## src/rtl/uart_tx_fifo_if.sv

```systemverilog
// Write port of the UART transmitter: a producer pushes words into the TX FIFO.
// Handshake: a word transfers on a rising clk edge where tx_data_valid=1 and tx_ready=1.
// A valid word presented while tx_ready=0 is dropped, not held; the slave flags it on overflow.
interface uart_tx_fifo_if #(
   parameter int DATA_BITS = 8
);
   logic                 tx_data_valid;
   logic [DATA_BITS-1:0] tx_data;
   logic                 tx_ready;

   modport master (output tx_data_valid, output tx_data, input tx_ready);
   modport slave  (input tx_data_valid, input tx_data, output tx_ready);
endinterface

```

## src/rtl/uart_tx_fifo.sv

```systemverilog
// UART transmitter fed by a small FIFO: start bit, LSB-first data, optional parity,
// 1 or 2 stop bits; back-to-back frames go out with no idle gap when words are queued.
module uart_tx_fifo #(
   parameter int    CLOCK_FREQ = 50_000_000,
   parameter int    BAUD_RATE  = 115_200,
   parameter int    DATA_BITS  = 8,
   parameter string PARITY     = "NONE",
   parameter int    STOP_BITS  = 1,
   parameter int    FIFO_DEPTH = 16
) (
   input  logic                        clk,
   input  logic                        rst_n,
   uart_tx_fifo_if.slave               wr,
   output logic                        tx_out,
   output logic                        tx_busy,
   output logic                        tx_done,
   output logic                        overflow,
   output logic [$clog2(FIFO_DEPTH):0] fifo_level,
   output logic [15:0]                 frame_count,
   output logic [2:0]                  state_dbg
);
   localparam int BAUD_DIV = CLOCK_FREQ / BAUD_RATE;
   localparam int CNT_W    = (BAUD_DIV > 1) ? $clog2(BAUD_DIV) : 1;
   localparam int PTR_W    = $clog2(FIFO_DEPTH);
   localparam int LVL_W    = PTR_W + 1;
   localparam bit HAS_PAR  = (PARITY != "NONE");
   localparam bit PAR_ODD  = (PARITY == "ODD");

   typedef enum logic [2:0] {S_IDLE, S_START, S_DATA, S_PARITY, S_STOP} state_e;

   logic [DATA_BITS-1:0] mem_q [FIFO_DEPTH];
   logic [PTR_W-1:0]     wr_ptr_q, wr_ptr_d, rd_ptr_q, rd_ptr_d;
   logic [LVL_W-1:0]     level_q, level_d;
   logic                 overflow_q, overflow_d;
   logic [15:0]          count_q, count_d;
   logic                 push, pop, full, empty, baud_end, stop_end;
   logic [DATA_BITS-1:0] head;

   state_e               state_q;
   logic [CNT_W-1:0]     baud_q;
   logic [3:0]           bit_q;
   logic [DATA_BITS-1:0] shift_q;
   logic                 par_q, tx_out_q, tx_busy_q, tx_done_q;

   // Ready depends on the stored level only, so a pop in the same cycle never rescues a full FIFO.
   assign full     = (level_q == LVL_W'(FIFO_DEPTH));
   assign empty    = (level_q == '0);
   assign head     = mem_q[rd_ptr_q];
   assign baud_end = (baud_q == CNT_W'(BAUD_DIV - 1));
   assign stop_end = (state_q == S_STOP) && baud_end && (bit_q == 4'(STOP_BITS - 1));
   assign push     = wr.tx_data_valid && !full;
   assign pop      = !empty && ((state_q == S_IDLE) || stop_end);

   always_comb begin
      wr_ptr_d   = wr_ptr_q + PTR_W'(push);
      rd_ptr_d   = rd_ptr_q + PTR_W'(pop);
      level_d    = level_q;
      if (push && !pop) begin
         level_d = level_q + LVL_W'(1);
      end else if (pop && !push) begin
         level_d = level_q - LVL_W'(1);
      end
      overflow_d = wr.tx_data_valid && full;
      count_d    = count_q + 16'(stop_end);
   end

   always_ff @(posedge clk) begin
      if (push) begin
         mem_q[wr_ptr_q] <= wr.tx_data;
      end
   end

   always_ff @(posedge clk or negedge rst_n) begin
      if (!rst_n) begin
         wr_ptr_q   <= '0;
         rd_ptr_q   <= '0;
         level_q    <= '0;
         overflow_q <= 1'b0;
         count_q    <= '0;
      end else begin
         wr_ptr_q   <= wr_ptr_d;
         rd_ptr_q   <= rd_ptr_d;
         level_q    <= level_d;
         overflow_q <= overflow_d;
         count_q    <= count_d;
      end
   end

   always_ff @(posedge clk or negedge rst_n) begin
      if (!rst_n) begin
         state_q   <= S_IDLE;
         baud_q    <= '0;
         bit_q     <= '0;
         shift_q   <= '0;
         par_q     <= 1'b0;
         tx_out_q  <= 1'b1;
         tx_busy_q <= 1'b0;
         tx_done_q <= 1'b0;
      end else begin
         tx_done_q <= 1'b0;
         case (state_q)
            S_START: begin
               if (baud_end) begin
                  state_q  <= S_DATA;
                  baud_q   <= '0;
                  bit_q    <= '0;
                  tx_out_q <= shift_q[0];
               end else begin
                  baud_q <= baud_q + CNT_W'(1);
               end
            end
            S_DATA: begin
               if (baud_end) begin
                  baud_q <= '0;
                  if (bit_q == 4'(DATA_BITS - 1)) begin
                     bit_q <= '0;
                     if (HAS_PAR) begin
                        state_q  <= S_PARITY;
                        tx_out_q <= par_q;
                     end else begin
                        state_q  <= S_STOP;
                        tx_out_q <= 1'b1;
                     end
                  end else begin
                     bit_q    <= bit_q + 4'd1;
                     shift_q  <= shift_q >> 1;
                     tx_out_q <= shift_q[1];
                  end
               end else begin
                  baud_q <= baud_q + CNT_W'(1);
               end
            end
            S_PARITY: begin
               if (baud_end) begin
                  state_q  <= S_STOP;
                  baud_q   <= '0;
                  bit_q    <= '0;
                  tx_out_q <= 1'b1;
               end else begin
                  baud_q <= baud_q + CNT_W'(1);
               end
            end
            S_STOP: begin
               if (stop_end) begin
                  tx_done_q <= 1'b1;
                  state_q   <= S_IDLE;
                  tx_busy_q <= 1'b0;
               end else if (baud_end) begin
                  baud_q <= '0;
                  bit_q  <= bit_q + 4'd1;
               end else begin
                  baud_q <= baud_q + CNT_W'(1);
               end
            end
            default: ;
         endcase
         // A pop (from IDLE or the last stop-bit edge) overrides the above and starts a new frame.
         if (pop) begin
            state_q   <= S_START;
            baud_q    <= '0;
            bit_q     <= '0;
            shift_q   <= head;
            par_q     <= (^head) ^ PAR_ODD;
            tx_out_q  <= 1'b0;
            tx_busy_q <= 1'b1;
         end
      end
   end

   assign wr.tx_ready = !full;
   assign tx_out      = tx_out_q;
   assign tx_busy     = tx_busy_q;
   assign tx_done     = tx_done_q;
   assign overflow    = overflow_q;
   assign fifo_level  = level_q;
   assign frame_count = count_q;
   assign state_dbg   = state_q;
endmodule

```

## src/flat_wrapper.sv

```systemverilog
// flat-port wrapper written by rule: the top's interface ports become plain ports
module uart_tx_fifo_flat 
#(
   parameter int    CLOCK_FREQ = 50_000_000,
   parameter int    BAUD_RATE  = 115_200,
   parameter int    DATA_BITS  = 8,
   parameter string PARITY     = "    ",
   parameter int    STOP_BITS  = 1,
   parameter int    FIFO_DEPTH = 16
)
  (clk, rst_n, tx_out, tx_busy, tx_done, overflow, fifo_level, frame_count, state_dbg, wr_tx_data_valid, wr_tx_data, wr_tx_ready);
  uart_tx_fifo_if #(.DATA_BITS(DATA_BITS)) wr_i ();
  input  logic clk;
  input  logic rst_n;
  output logic tx_out;
  output logic tx_busy;
  output logic tx_done;
  output logic overflow;
  output logic [$clog2(FIFO_DEPTH):0] fifo_level;
  output logic [15:0] frame_count;
  output logic [2:0] state_dbg;
  input wire logic [$bits(wr_i.tx_data_valid)-1:0] wr_tx_data_valid;
  input wire logic [$bits(wr_i.tx_data)-1:0] wr_tx_data;
  output wire logic [$bits(wr_i.tx_ready)-1:0] wr_tx_ready;
  assign wr_i.tx_data_valid = wr_tx_data_valid;
  assign wr_i.tx_data = wr_tx_data;
  assign wr_tx_ready = wr_i.tx_ready;
  uart_tx_fifo #(.CLOCK_FREQ(CLOCK_FREQ), .BAUD_RATE(BAUD_RATE), .DATA_BITS(DATA_BITS), .PARITY(PARITY), .STOP_BITS(STOP_BITS), .FIFO_DEPTH(FIFO_DEPTH)) u_core (.clk(clk), .rst_n(rst_n), .wr(wr_i), .tx_out(tx_out), .tx_busy(tx_busy), .tx_done(tx_done), .overflow(overflow), .fifo_level(fifo_level), .frame_count(frame_count), .state_dbg(state_dbg));
endmodule
```

## config.mk

```make
export PLATFORM = sky130hd
export DESIGN_NAME = uart_tx_fifo_flat
export DESIGN_NICKNAME = d
export VERILOG_FILES = /design/src/rtl/uart_tx_fifo_if.sv /design/src/rtl/uart_tx_fifo.sv /design/src/flat_wrapper.sv
export SDC_FILE = /design/constraint.sdc
export NUM_CORES = 1
export LEC_CHECK = 0
export CAP_MARGIN = 20
export CELL_PAD_IN_SITES_DETAIL_PLACEMENT = 1
export CELL_PAD_IN_SITES_GLOBAL_PLACEMENT = 1
export CORE_UTILIZATION = 30
export CTS_CLUSTER_SIZE = 12
export DETAILED_ROUTE_END_ITERATION = 8
export MAX_ROUTING_LAYER = met4
export PLACE_DENSITY_LB_ADDON = 0.1
export SYNTH_ARGS = -nofsm -noshare
export SYNTH_HDL_FRONTEND = slang
export SYNTH_SLANG_ARGS = --single-unit
```

## constraint.sdc

```tcl
create_clock -name clk -period 4.3 [get_ports clk]
set_input_delay 0.645 -clock clk [delete_from_list [all_inputs] [get_ports clk]]
set_output_delay 0.645 -clock clk [all_outputs]
set_load 0.03 [all_outputs]
```

**Word level (Yosys, flattened, before mapping)**

Memories as Yosys holds them, arrays and structs flattened.
Index checks and enable logic that the tools add are counted.

- $add $sub $neg: 7
- Multipliers: 0
- Divide/modulo/power cells: 0
- Order comparisons: 0
- Equal/unequal tests: 16
- Shifts and indexed selects: 0
- Mux-type cells: 37
- Bitwise logic cells: 0
- Reductions and logical operators: 33

Operators by type and width:

| cell | number |
|---|---|
| $mux 8 | 4 |
| $mux 9 | 3 |
| $mux 4 | 6 |
| $ne 3x1->1 const B | 7 |
| $mux 3 | 6 |
| $pmux 9 s2 | 1 |
| $add 16x1->16 | 1 |
| $mux 1 | 12 |
| $pmux 3 s4 | 1 |
| $pmux 4 s3 | 1 |
| $mux 5 | 2 |
| $reduce_bool 2->1 | 5 |
| $add 9x1->9 const B | 1 |
| $eq 9x9->1 const B | 1 |
| $add 4x1->4 | 2 |
| $reduce_bool 4->1 | 2 |
| $reduce_xor 8->1 | 1 |
| $logic_and 1x1->1 | 7 |
| $eq 3x2->1 const B | 2 |
| $reduce_and 6->1 | 1 |
| $add 5x1->5 const B | 1 |
| $eq 5x5->1 const B | 1 |
| $logic_not 5->1 | 1 |
| $reduce_and 5->1 | 1 |
| other kinds (19) | 23 |

- Bits in registers: 58
- Latch bits: 0
- Bits in writable memories: 128
- Memory bits (read-only): 0
- Input bits: 11
- Output and inout bits: 29
- Word-level logic and storage cells: 107
- Memories: 1

Memories:

| memory | depth | width | rd ports | clocked after Yosys merged registers in | wr ports | line | source |
|---|---|---|---|---|---|---|---|
| u_core.mem_q | 16 | 8 | 1 | 0 | 1 | uart_tx_fifo.sv:31 | `logic [DATA_BITS-1:0] mem_q [FIFO_DEPTH];` |

**Longest topological paths before layout**

- Word-level depth: 8
- Gate-level depth with buffers: 15
- Depth with buffers taken out: 14

**Worst setup path after synthesis**

OpenSTA, ideal clock, no wires.

- Path type: register to register
- Start point: register u_core.state_q[1] (netlist: u_core.state_dbg[1])
- End point: register u_core.level_q[4] (netlist: u_core.fifo_level[4])
- Library setup time: 0.123 ns
- Data arrival time: 3.030 ns
- Data required time: 4.177 ns
- Path slack: 1.147 ns
- Cell stages (with the launch flop): 16
- Path buffers: 3
- Clock period less this slack: 3.153 ns
- Path through: dfrtp_1 buf_2 or2_2 buf_2 a21oi_1 a21boi_4 inv_4 buf_4 ha_1 inv_1 ha_1 a21o_1 a21oi_1 xnor2_1 nor2_1 xnor2_1

- Cells in the longest elaborated chain, start to end: 8
- Elaborated cells between the ends (all ways): 11
- Classes of those cells: eq/ne (1); mux (1); reduce/logical (9)

RTL lines:

| item | line | source |
|---|---|---|
| from (decl) | uart_tx_fifo.sv:39 | `state_e state_q;` |
| from (signal assigned) | uart_tx_fifo.sv:91 | `state_q <= S_IDLE;` |
| from (signal assigned) | uart_tx_fifo.sv:104 | `state_q <= S_DATA;` |
| from (signal assigned) | uart_tx_fifo.sv:118 | `state_q <= S_PARITY;` |
| $eq 3x3->1 | uart_tx_fifo.sv:50 | `assign stop_end = (state_q == S_STOP) && baud_end && (bit_q == 4'(STOP_BITS - 1));` |
| $logic_and 1x1->1 (2 in a row) | uart_tx_fifo.sv:50 |  |
| $logic_or 1x1->1 * | uart_tx_fifo.sv:52 | `assign pop = !empty && ((state_q == S_IDLE) \|\| stop_end);` |
| $logic_and 1x1->1 * | uart_tx_fifo.sv:52 |  |
| via u_core.pop | uart_tx_fifo.sv:36 | `logic push, pop, full, empty, baud_end, stop_end;` |
| $logic_not 1->1 | uart_tx_fifo.sv:58 | `if (push && !pop) begin` |
| $logic_and 1x1->1 | uart_tx_fifo.sv:58 |  |
| $mux 5 or $reduce_bool 2->1 (tied branches) | - |  |
| to (signal assigned) | uart_tx_fifo.sv:83 | `level_q <= level_d;` |
| to (decl) | uart_tx_fifo.sv:33 | `logic [LVL_W-1:0] level_q, level_d;` |

The timed path passes the listed nets; every way through them passes the cells marked *.
A chain may end at the register's enable or synchronous reset.

**Worst setup path after layout**

- Start point: register u_core.bit_q[1]
- End point: register u_core.level_q[4] (netlist: u_core.fifo_level[4])

- Cells in the longest elaborated chain, start to end: 7
- Elaborated cells between the ends (all ways): 9
- Classes of those cells: mux (1); reduce/logical (8)

RTL lines:

| item | line | source |
|---|---|---|
| from (decl) | uart_tx_fifo.sv:41 | `logic [3:0] bit_q;` |
| from (signal assigned) | uart_tx_fifo.sv:125 | `bit_q <= bit_q + 4'd1;` |
| from (signal assigned) | uart_tx_fifo.sv:150 | `bit_q <= bit_q + 4'd1;` |
| $logic_not 4->1 * | uart_tx_fifo.sv:50 |  |
| $logic_and 1x1->1 * | uart_tx_fifo.sv:50 |  |
| $logic_or 1x1->1 * | uart_tx_fifo.sv:52 |  |
| $logic_and 1x1->1 * | uart_tx_fifo.sv:52 |  |
| via u_core.pop | uart_tx_fifo.sv:36 |  |
| $logic_not 1->1 | uart_tx_fifo.sv:58 |  |
| $logic_and 1x1->1 | uart_tx_fifo.sv:58 |  |
| $mux 5 or $reduce_bool 2->1 (tied branches) | - |  |

Marks and branches as above.

==> metrics.md <==
| Metric | Value |
|---|---|
| Status | `finished, final reports clean` |
| Clock Tree Buf Depth | `2` |
| DPL Wire Length | `11400 um` |
| CTS sink cnt | `186` |
| Clk root buf | `clkbuf_16` |
| Final Max Slew Viols | `0` |
| CP arrival | `3.58 ns` |
| GR Overflow Total | `0` |
| IO Port Bufs | `39` |
| Worst R2R Setup Slack | `1.05 ns` |
| WHS | `0.298 ns` |
| Fin area | `0.00915 mm^2` |
| Wire length on met3 | `544 um` |
| Reg2reg start | `u_core.bit_q[1]` |
| Worst path required time | `4.62 ns` |
| Slowest CP cell | `dfrtp_1` |
| DRC Markers | `0` |
| Crit-path cells | `inv_1 -> ha_1 -> nor3b_1 -> nand3_1 -> a21boi_4 -> inv_4 -> ha_1 -> inv_1 -> ha_1 -> a21o_1 -> a21oi_1 -> xnor2_1 -> nor2_1 -> xnor2_1` |
| Drt wl/cell | `19.7 um` |
| RSZ-0062 raised after global routing | `false` |
| DR vias/cell | `4.89` |
| Max_cap viols | `0` |
| Area post-placement | `0.00857 mm^2` |
| Largest delay share family, worst path | `compound AO/OA/AOI/OAI gates` |
| H-tree levels | `4` |
| Top cells by area, synth | `edfxtp_1 (49%), dfrtp_1 (18%), mux4_2 (6.6%), mux4_1 (3.0%), xnor2_1 (2.7%)` |
| Slowest stage delay, CP | `0.41 ns` |
| Final hold violation count | `0` |
| Clk Latency, worst-skew pair | `0.44 ns` |
| Syn-to-layout area delta | `16.2%` |
| EDFF count, synth | `128` |
| Post-cts resize count | `0` |
| Worst-path maximum fanout | `19` |
| Reg area | `0.00530 mm^2` |
| PwrDens | `468 mW/mm^2` |
| Drt pass-1 iters | `4` |
| Sw Share | `0.281` |
| WP buf/inv | `3` |
| CTS tree | `built` |
| Post-Route WL | `17600 um` |
| Final period util | `0.757` |
| Initial antenna violation count | `0` |
| CTS Buf Count | `17` |
| Yosys top cell area share | `0.488` |
| Yosys warns | `0` |
| CP endpoint kind | `flop` |
| Pint | `3.08 mW` |
| Max Fclk | `307 MHz` |
| Final GP Congestion | `0.787` |
| DIE AREA | `0.0269 mm^2` |
| Peak supply drop | `0.000224 V` |
| Post-synth top area cell | `edfxtp_1` |
| Largest net degree at the start of global routing | `36` |
| Tmin final | `3.25 ns` |
| Met2 WL | `8940 um` |
| Post-synthesis sequential area ratio | `0.673` |
| Area of the core region | `0.0255 mm^2` |
| Inserted Diodes | `0` |
| Row count | `58` |
| Iter 0 DRT Violations | `331` |
| I/O Pins | `40` |
| FF+latch count, synth | `186` |
| P_leak | `3.30 nW` |
| Vias post-DR | `4383` |
| Reg2reg end | `u_core.fifo_level[4]` |
| Cell repeated most along the worst path | `ha_1` |
| Final Worst Setup Slack | `1.05 ns` |
| Least-Margin Pin Slew | `1.11 ns` |
| Post-CTS setup buffer count | `0` |
| Slew Limit Headroom | `0.258` |
| Area of the multi-input gates | `0.00238 mm^2` |
| Max layer used | `met4` |
| Wl on met1 | `7940 um` |
| # hold bufs at CTS | `0` |
| Vias in the first global route | `4655` |
| Logic pwr share | `0.126` |
| Setup TNS | `0 ns` |
| Cell count of the worst reg-to-reg path | `14` |
| Yosys cell types | `50` |
| Layout cell share with drive strength beyond 1 | `0.134` |
| First-pass GRT wire length | `27600 um` |
| Die Ht | `164 um` |
| Mapped Avg Cell Area | `15.4 um^2` |
| Die X | `164 um` |
| Syn_nets | `538` |
| Filler Cell Count | `2603` |
| Post-DRT Antenna Nets | `0` |
| Sequential Power Share | `0.512` |
| Post-Synthesis Cells | `512` |
| HP Class | `input port to asynchronous set/reset pin` |
| Type of origin of the critical path | `flop` |
| Worst clock skew | `0.00994 ns` |
| Final setup vio count | `0` |
| Nets | `580` |
| Starting Density | `0.309` |
| Gr usage total | `0.146` |
| Primary FF master, synth | `edfxtp_1` |
| Placement Setup Slack | `1.03 ns` |
| Net Sw Power | `1.20 mW` |
| Post-Syn Area | `0.00787 mm^2` |
| Critical path type | `flop to flop` |
| Clock-pin slew on the worst setup and hold paths | `0.08 ns` |
| Clock power share | `0.363` |
| Post-synth ARST share | `0.312` |
final cells by class:
type,instances,area share
Clock buffer,17,0.0465
Clock inverter,15,0.0170
Inverter,13,0.00561
Multi-Input combinational cell,292,0.260
Sequential cell,186,0.579
Tap cell,330,0.0451
Timing Repair Buffer,44,0.0462
flip-flops by register name, summed over array words and instances, names as in the netlist:
| register | flops |
|---|---|
| u_core.frame_count | 16 |
| u_core.par_q | 1 |
| u_core.tx_out | 1 |
| u_core.overflow | 1 |
| u_core.mem_q | 128 |
| u_core.baud_q | 9 |
| u_core.shift_q | 8 |
| u_core.fifo_level | 5 |
| u_core.tx_done | 1 |
| u_core.bit_q | 4 |
| u_core.wr_ptr_q | 4 |
| u_core.tx_busy | 1 |
| u_core.state_dbg | 3 |
| u_core.rd_ptr_q | 4 |
layout by cell type, fill, tap and decap left out, types with 10 or more instances in the layout:
cell,netlist,routed
edfxtp_1,128,128
xnor2_1,24,24
dfrtp_1,57,55
clkbuf_16,0,17
a22oi_1,16,16
nand3_1,19,19
nand2_1,49,49
nor2_1,37,37
ha_1,14,14
xor2_1,10,10
mux4_2,23,23
inv_1,12,12
clkdlybuf4s50_1,0,38
o21ai_0,18,18
kinds of logic (layout without fill, tap and decap cells):
| logic type | Yosys count | count (layout) | synth area share |
|---|---|---|---|
| simple gates | 145 | 145 | 0.0857 |
| fa+ha+maj | 15 | 15 | 0.0248 |
| buf+inv | 34 | 89 | 0.0265 |
| compound gates | 63 | 63 | 0.0528 |
| mux | 35 | 35 | 0.0998 |
| flops | 186 | 186 | 0.673 |
| xor+xnor | 34 | 34 | 0.0378 |
power by group through the flow:
| stage | Combinational, mW | Sequential (mW) | Clock, mW |
|---|---|---|---|
| finish | 0.538 | 2.19 | 1.55 |
| global route | 0.597 | 2.21 | 1.66 |
| CTS | 0.553 | 2.19 | 1.60 |
| detailed placement | 0.552 | 2.23 | 0 |
| global placement | 0.535 | 2.22 | 0 |
| floorplan | 0.308 | 2.23 | 0 |
layer usage:
| metal | up-vias | track usage |
|---|---|---|
| met1 | 2267 | 0.181 |
| met4 | 0 | 0.0379 |
| met3 | 17 | 0.0290 |
| met5 | - | - |
| met2 | 82 | 0.242 |
| li1 | 2017 | - |
worst reg2reg max path, delay by kind of cell, from the launching register on:
| kind | cells | cell delay [ns] |
|---|---|---|
| flip-flops | 1 | 0.41 |
| adder cells (fa/ha/maj) | 3 | 0.69 |
| AO/OA/AOI/OAI | 3 | 0.75 |
| XOR/XNOR | 2 | 0.27 |
| buffers and inverters | 3 | 0.40 |
| AND/OR/NAND/NOR | 3 | 0.62 |
cell usage after synthesis, drive strengths merged, types with 9 or more instances:
cell and n:
inv 13, edfxtp 128, ha 14, xnor2 24
xor2 10, a22oi 16, a31oi 9, mux4 32
buf 13, o21ai 20, a21oi 9, dfrtp 57
nand2 49, nor2 37, nand3 19
worst max path at each step:
stage	from	end	slack (ns)	depth (start not counted)
after global routing	u_core.bit_q[1]	u_core.fifo_level[4]	0.66	14
after detailed placement	u_core.bit_q[1]	u_core.fifo_level[4]	1.03	14
after CTS	u_core.bit_q[1]	u_core.fifo_level[4]	1.02	14
after floorplan	u_core.state_dbg[1]	u_core.fifo_level[4]	1.15	15
final	u_core.bit_q[1]	u_core.fifo_level[4]	1.05	14
after global placement	u_core.bit_q[0]	u_core.fifo_level[4]	1.16	14
through the flow:
step	total power, mW	std cells	util
floorplan	2.53	512	-
global placement	2.76	865	0.336
detailed placement	2.79	865	0.336
CTS	4.35	897	0.359
global route	4.47	897	0.359
finish	4.28	897	0.359
Power figures use the tool's default switching activity.
